[config.mk]
export PLATFORM = sky130hd
export DESIGN_NAME = or_gate
export DESIGN_NICKNAME = d
export VERILOG_FILES = /design/src/rtl/or_gate_pkg.sv /design/src/rtl/or_sat_counter.sv /design/src/rtl/or_gate.sv
export SDC_FILE = /design/constraint.sdc
export NUM_CORES = 1
export LEC_CHECK = 0
export BUFFER_PORTS_ARGS = -buffer_cell sky130_fd_sc_hd__clkbuf_2
export CAP_MARGIN = 10
export CORE_ASPECT_RATIO = 1.25
export CORE_UTILIZATION = 54
export CTS_BUF_LIST = sky130_fd_sc_hd__clkbuf_16
export DETAILED_ROUTE_END_ITERATION = 10
export PLACE_DENSITY = 0.82
export SETUP_SLACK_MARGIN = 0.5
export SLEW_MARGIN = 10
export SYNTH_ARGS = -nofsm -noshare
export SYNTH_HDL_FRONTEND = slang
export SYNTH_SLANG_ARGS = --single-unit
[constraint.sdc]
create_clock -name clk -period 3.1 [get_ports clk]
set_input_delay 0.465 -clock clk [delete_from_list [all_inputs] [get_ports clk]]
set_output_delay 0.465 -clock clk [all_outputs]
set_load 0.02 [all_outputs]
[src/rtl/or_gate_pkg.sv]
// Shared constants and helpers for the monitored OR primitive.
// The saturating-increment helper works on a fixed maximum width; callers size-cast in and out.
package or_gate_pkg;

  localparam int OR_WIDTH_DEF = 1;
  localparam int OR_CNT_W_DEF = 16;
  localparam int OR_CNT_W_MAX = 32;

  function automatic logic [OR_CNT_W_MAX-1:0] sat_inc(
    input logic [OR_CNT_W_MAX-1:0] cnt,
    input logic [OR_CNT_W_MAX-1:0] maxVal
  );
    if (cnt >= maxVal) begin
      return maxVal;
    end
    return cnt + 32'd1;
  endfunction

endpackage

[src/rtl/or_sat_counter.sv]
// Saturating up-counter with a synchronous clear that wins over an increment.
// WIDTH must not exceed OR_CNT_W_MAX.
module or_sat_counter
  import or_gate_pkg::*;
#(
  parameter int WIDTH = OR_CNT_W_DEF
) (
  input  logic             clk,
  input  logic             rst_n,
  input  logic             clr,
  input  logic             inc,
  output logic [WIDTH-1:0] cnt,
  output logic             sat
);

  localparam logic [WIDTH-1:0] MAX_CNT = '1;

  logic [WIDTH-1:0]        cnt_q;
  logic [WIDTH-1:0]        cnt_d;
  logic [OR_CNT_W_MAX-1:0] incWide;

  always_comb begin
    incWide = sat_inc(OR_CNT_W_MAX'(cnt_q), OR_CNT_W_MAX'(MAX_CNT));
    cnt_d   = cnt_q;
    if (clr) begin
      cnt_d = '0;
    end else if (inc) begin
      cnt_d = WIDTH'(incWide);
    end
  end

  always_ff @(posedge clk or negedge rst_n) begin
    if (!rst_n) begin
      cnt_q <= '0;
    end else begin
      cnt_q <= cnt_d;
    end
  end

  assign cnt = cnt_q;
  assign sat = (cnt_q == MAX_CNT);

endmodule

[src/rtl/or_gate.sv]
// Bitwise OR with a live combinational result plus registered copy,
// reduction flag and saturating count of clock edges seen with any output bit high.
module or_gate
  import or_gate_pkg::*;
#(
  parameter int WIDTH = OR_WIDTH_DEF,
  parameter int CNT_W = OR_CNT_W_DEF
) (
  input  logic             clk,
  input  logic             rst_n,
  input  logic [WIDTH-1:0] a,
  input  logic [WIDTH-1:0] b,
  input  logic             clr,
  output logic [WIDTH-1:0] y,
  output logic [WIDTH-1:0] y_q,
  output logic             y_any,
  output logic [CNT_W-1:0] hi_cnt,
  output logic             hi_sat
);

  logic [WIDTH-1:0] y_d;

  // y and y_any stay live through reset; only the observation state is cleared.
  assign y     = a | b;
  assign y_any = |y;
  assign y_d   = y;

  always_ff @(posedge clk or negedge rst_n) begin
    if (!rst_n) begin
      y_q <= '0;
    end else begin
      y_q <= y_d;
    end
  end

  or_sat_counter #(
    .WIDTH(CNT_W)
  ) u_hiCnt (
    .clk  (clk),
    .rst_n(rst_n),
    .clr  (clr),
    .inc  (y_any),
    .cnt  (hi_cnt),
    .sat  (hi_sat)
  );

endmodule

==> results.rst, run 1 <==
.. list-table::
   :header-rows: 1

   * - Metric
     - Value
   * - Horiz. Die Dim
     - 39.4 um
   * - Count of yosys warnings during synthesis
     - 0
   * - IO Count
     - 25
   * - Row count
     - 16
   * - Setup slack of the critical path after layout
     - 0.850 ns
   * - Minimum hold slack
     - 0.146 ns
   * - H-tree levels
     - 1
   * - Area inside the core boundary
     - 1600 um2
   * - Hold-fix buffers at CTS
     - 0
   * - Number of setup violations in the final report
     - 0
   * - Height of the die
     - 48.7 um
   * - Mean number of vias per cell
     - 6.48
   * - Total clock buffers created by CTS
     - 3
   * - Top post-synthesis cells by count
     - 17 x sky130_fd_sc_hd__dfrtp_1, 12 x sky130_fd_sc_hd__nor3_1, 7 x sky130_fd_sc_hd__a21oi_1, 7 x sky130_fd_sc_hd__a31oi_1, 7 x sky130_fd_sc_hd__nor2_1
   * - Final Slew Violations
     - 0
   * - Worst endpoint required time
     - 2.63 ns
   * - Fill cell instance count of the final layout
     - 133
   * - Max capacitance violation total
     - 0
   * - Most repeated cell in the gate-level netlist after synthesis
     - sky130_fd_sc_hd__dfrtp_1
   * - Total standard cell area after synthesis
     - 943 um2
   * - Post-synthesis average cell area
     - 9.43 um2
   * - Crit path DAT
     - 1.78 ns
   * - CTS tree
     - built
   * - Area leader, netlist
     - sky130_fd_sc_hd__dfrtp_1
   * - Fraction of the cycle the final worst path needs
     - 72.6%
   * - Post-synth EDFFs
     - 0
   * - Worst Skew
     - 0.00197 ns
   * - Cell Pwr Density
     - 455 nW/um2
   * - Synth-to-layout area growth
     - 20.3%
   * - Global-route total usage across every layer
     - 26.8%
   * - CP max stage delay
     - 0.42 ns
   * - ANT cells
     - 0
   * - Nets@finish
     - 130
   * - Initial antenna violation count
     - 0
   * - Sequential fraction of the synthesis area
     - 45.1%
   * - Share of flip-flops with an asynchronous set or reset after synthesis
     - 100%
   * - Worst setup timing slack at the placement stage
     - 1.13 ns
   * - Cell area after placement
     - 1060 um2
   * - GRT overflow
     - 0
   * - Total Die Area
     - 1920 um2
   * - Fmax
     - 444 MHz
   * - Worst-Margin Slew
     - 0.541 ns
   * - Max Buffers Root-to-Sink
     - 2
   * - Source-to-sink clock delay at the later pin of the worst-skew pair
     - 0.25 ns
   * - Routability-driven placement congestion ratio
     - 0.851
   * - Wire length of the first global-routing pass
     - 3.55 mm
   * - Routed len/inst
     - 15.9 um
   * - Routed wire length
     - 2.24 mm
   * - Summed negative setup slack over all endpoints
     - 0 ns
   * - Length of the first detailed-routing pass in iterations
     - 4
   * - Maximum number of pins on one net before global-route repair
     - 18
   * - Power, Total
     - 0.000516 W
   * - Fraction of final layout cells sized beyond drive strength 1
     - 26.8%
   * - Number of buffers inserted by post-CTS setup repair
     - 0
   * - Worst-path cell chain
     - ha_1, nand3_1, nor3_1, nand2_1, inv_1, clkbuf_2
   * - Status
     - completed
   * - Clock Sinks
     - 17
   * - Starting utilization of the core area
     - 58.9%
   * - Clock root buffer master
     - sky130_fd_sc_hd__clkbuf_16
   * - First-iteration detailed-routing DRC count
     - 24
   * - DRC violations left
     - 0
   * - Highest fanout seen on the critical path
     - 6
   * - Worst path slowest cell
     - sky130_fd_sc_hd__dfrtp_1
   * - CTS clk-pin slew, worst paths
     - 0.05 ns
   * - Worst supply voltage drop on vdd
     - 296 uV
   * - Worst slew margin relative to its limit
     - 63.8%
   * - Summed area of non-filler cells in the final layout
     - 1130 um2
   * - Crit path capture type
     - output port
   * - Via count of the first global-routing pass
     - 767
   * - Worst setup path class
     - reg2out
   * - Register bit total from synthesis
     - 17
   * - Vias
     - 913
   * - Number of library cell types mapped by synthesis
     - 28
   * - Number of instances in the synthesized netlist
     - 100
   * - RSZ-0062 raised after global routing
     - no
   * - Worst min-delay path class
     - in2async
   * - Post-layout minimum cycle time
     - 2.25 ns
   * - Area share of the leading cell type in the synthesized netlist
     - 45.1%
   * - Ranking of synthesized cells by area
     - sky130_fd_sc_hd__dfrtp_1 45%, sky130_fd_sc_hd__nor3_1 6.4%, sky130_fd_sc_hd__a31oi_1 4.6%, sky130_fd_sc_hd__a211oi_1 4.0%, sky130_fd_sc_hd__a21oi_1 3.7%
   * - Syn_nets
     - 106
   * - Antenna viol nets, final
     - 0
   * - Resize count post-CTS
     - 0
   * - Final Hold Vio Count
     - 0
   * - HPWL Detailed
     - 1.55 mm
   * - Leakage
     - 0.527 nW
   * - Top flip-flop cell by instance count after synthesis
     - sky130_fd_sc_hd__dfrtp_1
   * - Setup crit start kind
     - flip-flop
   * - Buffers added on ports
     - 24
==> layout by cell type (no fill, tap or decap), types with 4 or more instances in the layout <==
| cell type | netlist | routed |
|---|---|---|
| sky130_fd_sc_hd__clkbuf_2 | 0 | 24 |
| sky130_fd_sc_hd__dfrtp_1 | 17 | 17 |
| sky130_fd_sc_hd__nor3_1 | 12 | 12 |
| sky130_fd_sc_hd__nor2_1 | 7 | 7 |
| sky130_fd_sc_hd__a21oi_1 | 7 | 7 |
| sky130_fd_sc_hd__a31oi_1 | 7 | 7 |
| sky130_fd_sc_hd__inv_1 | 4 | 5 |
| sky130_fd_sc_hd__nand3_1 | 5 | 5 |
| sky130_fd_sc_hd__a211oi_1 | 5 | 5 |
| sky130_fd_sc_hd__nand4_1 | 4 | 4 |
| sky130_fd_sc_hd__nand2_1 | 4 | 4 |
| sky130_fd_sc_hd__nor4_1 | 4 | 4 |
==> path summary, 6_finish.rpt <==
kind,from,end,slack (ns),depth (start not counted)
max,u_hiCnt.cnt[0]$_DFFE_PN0P_,hi_sat,0.85,6
min,rst_n,u_hiCnt.cnt[8]$_DFFE_PN0P_,0.15,1
max reg2reg,u_hiCnt.cnt[0]$_DFFE_PN0P_,u_hiCnt.cnt[14]$_DFFE_PN0P_,1.26,5
min reg2reg,u_hiCnt.cnt[0]$_DFFE_PN0P_,u_hiCnt.cnt[0]$_DFFE_PN0P_,0.56,1
max in group asynchronous,rst_n,u_hiCnt.cnt[10]$_DFFE_PN0P_,2.66,1
min in group clk,u_hiCnt.cnt[0]$_DFFE_PN0P_,u_hiCnt.cnt[0]$_DFFE_PN0P_,0.56,1
==> report_power, final <==
part / total [W] / internal [W] / switching, W
combinational: 0.0000333 / 0.00000998 / 0.0000233
clock: 0.000252 / 0.000171 / 0.0000808
sequential: 0.000231 / 0.000226 / 0.00000471
total: 0.000516 / 0.000407 / 0.000109
==> sequential cells by signal, summed over array words and instances (netlist names) <==
signal / cells
u_hiCnt.cnt: 16
y_q: 1
==> worst max-delay path, delay by kind of cell (launching register included) <==
family,cells,cell delay (ns)
and+or+nand+nor,3,0.64
DFF,1,0.42
adders and majority gates,1,0.25
buffers and inverters,2,0.24
==> layout make-up <==
cell class / count / area [um2] / area share, %
Sequential cell: 17 / 425 / 37.5
Clock inverter: 1 / 3.75 / 0.331
Multi-Input combinational cell: 74 / 473 / 41.7
Timing Repair Buffer: 24 / 120 / 10.6
Clock buffer: 3 / 75.1 / 6.62
Tap cell: 18 / 22.5 / 1.98
Inverter: 4 / 15.0 / 1.32
==> per-layer routing <==
layer | vias up | track usage (%) | wire [um]
met1 | 436 | 36.4 | 971
met3 | 4 | 4.13 | 97
met4 | 0 | 10.3 | 31
met5 | - | 0 | 0
li1 | 436 | - | -
met2 | 37 | 41.7 | 1140
==> logic make-up after synthesis <==
group	after synthesis	share of synthesized area [%]
and+or+nand+nor	50	33.4
AOI/OAI and AO/OA	23	15.4
buffers and inverters	9	4.77
DFF	17	45.1
adders and majority gates	1	1.33
==> stage by stage <==
step,cells,util [%]
after floorplan,100,-
after global placement,137,65.9
after detailed placement,137,65.9
after CTS,141,70.9
after global routing,141,70.9
final,141,70.9
Note: power is estimated with default switching activity, not from simulation.
==> run 2, diff against run 1 <==
--- a/config.mk
+++ b/config.mk
@@ -8,10 +8,10 @@
 export BUFFER_PORTS_ARGS = -buffer_cell sky130_fd_sc_hd__clkbuf_2
 export CAP_MARGIN = 10
 export CORE_ASPECT_RATIO = 1.25
-export CORE_UTILIZATION = 54
+export CORE_UTILIZATION = 50
 export CTS_BUF_LIST = sky130_fd_sc_hd__clkbuf_16
 export DETAILED_ROUTE_END_ITERATION = 10
-export PLACE_DENSITY = 0.82
+export PLACE_DENSITY = 0.76
 export SETUP_SLACK_MARGIN = 0.5
 export SLEW_MARGIN = 10
 export SYNTH_ARGS = -nofsm -noshare
==> constraint.sdc (replaced) <==
create_clock -name clk -period 2.22 [get_ports clk]
set_input_delay 0.333 -clock clk [delete_from_list [all_inputs] [get_ports clk]]
set_output_delay 0.333 -clock clk [all_outputs]
set_load 0.02 [all_outputs]
==> results.rst, run 2 (same netlist as run 1, synthesis figures left out) <==
.. list-table::
   :header-rows: 1

   * - Metric
     - Value
   * - Horiz. Die Dim
     - 40.9 um
   * - Length of the first detailed-routing pass in iterations
     - 4
   * - Antenna viol nets, final
     - 0
   * - IO Count
     - 25
   * - CTS clk-pin slew, worst paths
     - 0.05 ns
   * - Crit path capture type
     - flip-flop
   * - Worst setup timing slack at the placement stage
     - 0.437 ns
   * - Clock root buffer master
     - sky130_fd_sc_hd__clkbuf_16
   * - Wire length of the first global-routing pass
     - 4.25 mm
   * - Max Buffers Root-to-Sink
     - 2
   * - Flip-flop and latch area
     - 437 um2
   * - Fraction of the core area covered by cells at the end of the flow
     - 75.9%
   * - Final Slew Violations
     - 0
   * - Area inside the core boundary
     - 1770 um2
   * - Reg-to-reg startpoint
     - u_hiCnt.cnt[15]$_DFFE_PN0P_
   * - Row count
     - 17
   * - Buffering stage count on the worst path with inverters included
     - 3
   * - Final Non-Filler Cells
     - 157
   * - Cell Pwr Density
     - 555 nW/um2
   * - Height of the die
     - 50.6 um
   * - Synth-to-layout area growth
     - 42.0%
   * - Leakage
     - 0.619 nW
   * - Clock Sinks
     - 17
   * - Worst supply voltage drop on vdd
     - 488 uV
   * - Final Hold Vio Count
     - 0
   * - Fmax
     - 580 MHz
   * - Worst setup path class
     - reg2reg
   * - Routed len/inst
     - 18.4 um
   * - Total clock buffers created by CTS
     - 3
   * - Critical path launch point
     - u_hiCnt.cnt[15]$_DFFE_PN0P_
   * - First-iteration detailed-routing DRC count
     - 37
   * - Total area of multi-input combinational cells
     - 542 um2
   * - Fraction of final layout cells sized beyond drive strength 1
     - 46.4%
   * - Maximum number of pins on one net before global-route repair
     - 18
   * - Fill cell instance count of the final layout
     - 111
   * - Max capacitance violation total
     - 0
   * - Routed wire length
     - 2.89 mm
   * - Top library cells by usage in the layout, fill and taps aside
     - 23 x sky130_fd_sc_hd__clkbuf_2, 14 x sky130_fd_sc_hd__buf_4, 11 x sky130_fd_sc_hd__nor3_1, 9 x sky130_fd_sc_hd__dfrtp_2, 8 x sky130_fd_sc_hd__dfrtp_1
   * - Routability-driven placement congestion ratio
     - 0.775
   * - DRC violations left
     - 0
   * - Worst slew margin relative to its limit
     - 70.4%
   * - Hold-fix buffers at CTS
     - 0
   * - Worst path slowest cell
     - sky130_fd_sc_hd__dfrtp_1
   * - CP max stage delay
     - 0.38 ns
   * - Minimum hold slack
     - 0.0163 ns
   * - Vias
     - 1023
   * - Source-to-sink clock delay at the later pin of the worst-skew pair
     - 0.25 ns
   * - Number of setup violations in the final report
     - 0
   * - RSZ-0062 raised after global routing
     - yes
   * - Setup slack of the critical path after layout
     - 0.496 ns
   * - ANT cells
     - 0
   * - Starting utilization of the core area
     - 53.4%
   * - Crit-path leading delay family
     - simple AND/OR/NAND/NOR gates
   * - Post-layout minimum cycle time
     - 1.72 ns
   * - Worst endpoint required time
     - 2.38 ns
   * - Global-route total usage across every layer
     - 30.4%
   * - Commonest non-fill, non-tap cell in the layout
     - sky130_fd_sc_hd__clkbuf_2
   * - Via count of the first global-routing pass
     - 943
   * - Status
     - completed
   * - Summed negative setup slack over all endpoints
     - 0 ns
   * - Fraction of the cycle the final worst path needs
     - 77.7%
   * - H-tree levels
     - 1
   * - Worst Skew
     - 0.00189 ns
   * - Total Die Area
     - 2070 um2
   * - Setup crit start kind
     - flip-flop
   * - Placed Cells
     - 138
   * - Highest fanout seen on the critical path
     - 9
   * - Buffers added on ports
     - 24
   * - Mean number of vias per cell
     - 6.52
   * - CTS tree
     - built
   * - GRT overflow
     - 0
   * - Initial antenna violation count
     - 0
   * - Number of flip-flops in the largest register
     - 16
   * - Crit path DAT
     - 1.88 ns
   * - Worst-Margin Slew
     - 0.443 ns
   * - HPWL Detailed
     - 1.59 mm
   * - Nets@finish
     - 145
   * - Most repeated library cell on the critical path
     - sky130_fd_sc_hd__buf_4
   * - Worst min-delay path class
     - in2async
   * - Worst-path cell chain
     - nand4_1, buf_4, buf_4, nor4_4, buf_6, and4b_1, nor3_1
## run 2: cell types whose count changed in the layout (fill, tap and decap cells not counted), sizes merged
cell    change
buf        +16
clkbuf      -1
clkinv      +1
inv         -1
## run 2: routing by layer
metal  share of wire, %  global-route usage, %  up-vias  routed length [um]
met4                3.7                   23.9        0                 108
met3                7.0                   7.08       15                 201
met1                 38                   36.2      482                1110
li1                   -                      -      468                   -
met5                  0                      0        -                   0
met2                 51                   44.0       58                1470
## run 2: worst reg2reg max path, delay by kind of cell (launching register included)
| kind | cells | cell delay, ns |
|---|---|---|
| buffers and inverters | 3 | 0.51 |
| and+or+nand+nor | 4 | 0.75 |
| DFF | 1 | 0.38 |
## run 2: timing repair
item | CTS | global route
gates resized for setup | 11 | 12
endpoints found under the setup margin | 7 | 4
buffers inserted | 6 | 9
pin swaps | 4 | 3
## run 2: area by class of cell
cell class                      count  share of cell area, %
Multi-Input combinational cell     74                   40.4
Sequential cell                    17                   32.6
Clock buffer                        3                   5.60
Timing Repair Buffer               39                   18.1
Clock inverter                      1                  0.373
Tap cell                           19                   1.77
Inverter                            4                   1.12
## run 2: stage by stage
step	power (W)	cell area (um2)
6_report	0.000744	1340
5_1_grt	0.000766	1340
4_1_cts	0.000743	1240
3_5_place_dp	0.000376	1060
3_3_place_gp	0.000376	1060
2_1_floorplan	0.000356	951
## run 2: final timing paths
check                      slack [ns]                         end  cells past startpoint
setup / recovery                 0.50  u_hiCnt.cnt[8]$_DFFE_PN0P_                      7
hold / removal                   0.02  u_hiCnt.cnt[6]$_DFFE_PN0P_                      1
setup reg to reg                 0.50  u_hiCnt.cnt[8]$_DFFE_PN0P_                      7
hold reg to reg                  0.55  u_hiCnt.cnt[9]$_DFFE_PN0P_                      1
max in group asynchronous        1.87  u_hiCnt.cnt[0]$_DFFE_PN0P_                      1
min in group clk                 0.52  u_hiCnt.cnt[9]$_DFFE_PN0P_                      2
## run 2: report_power, final
| part | internal (W) | switching [W] |
|---|---|---|
| combinational | 0.0000207 | 0.0000401 |
| sequential | 0.000316 | 0.00000665 |
| clock | 0.000241 | 0.000119 |
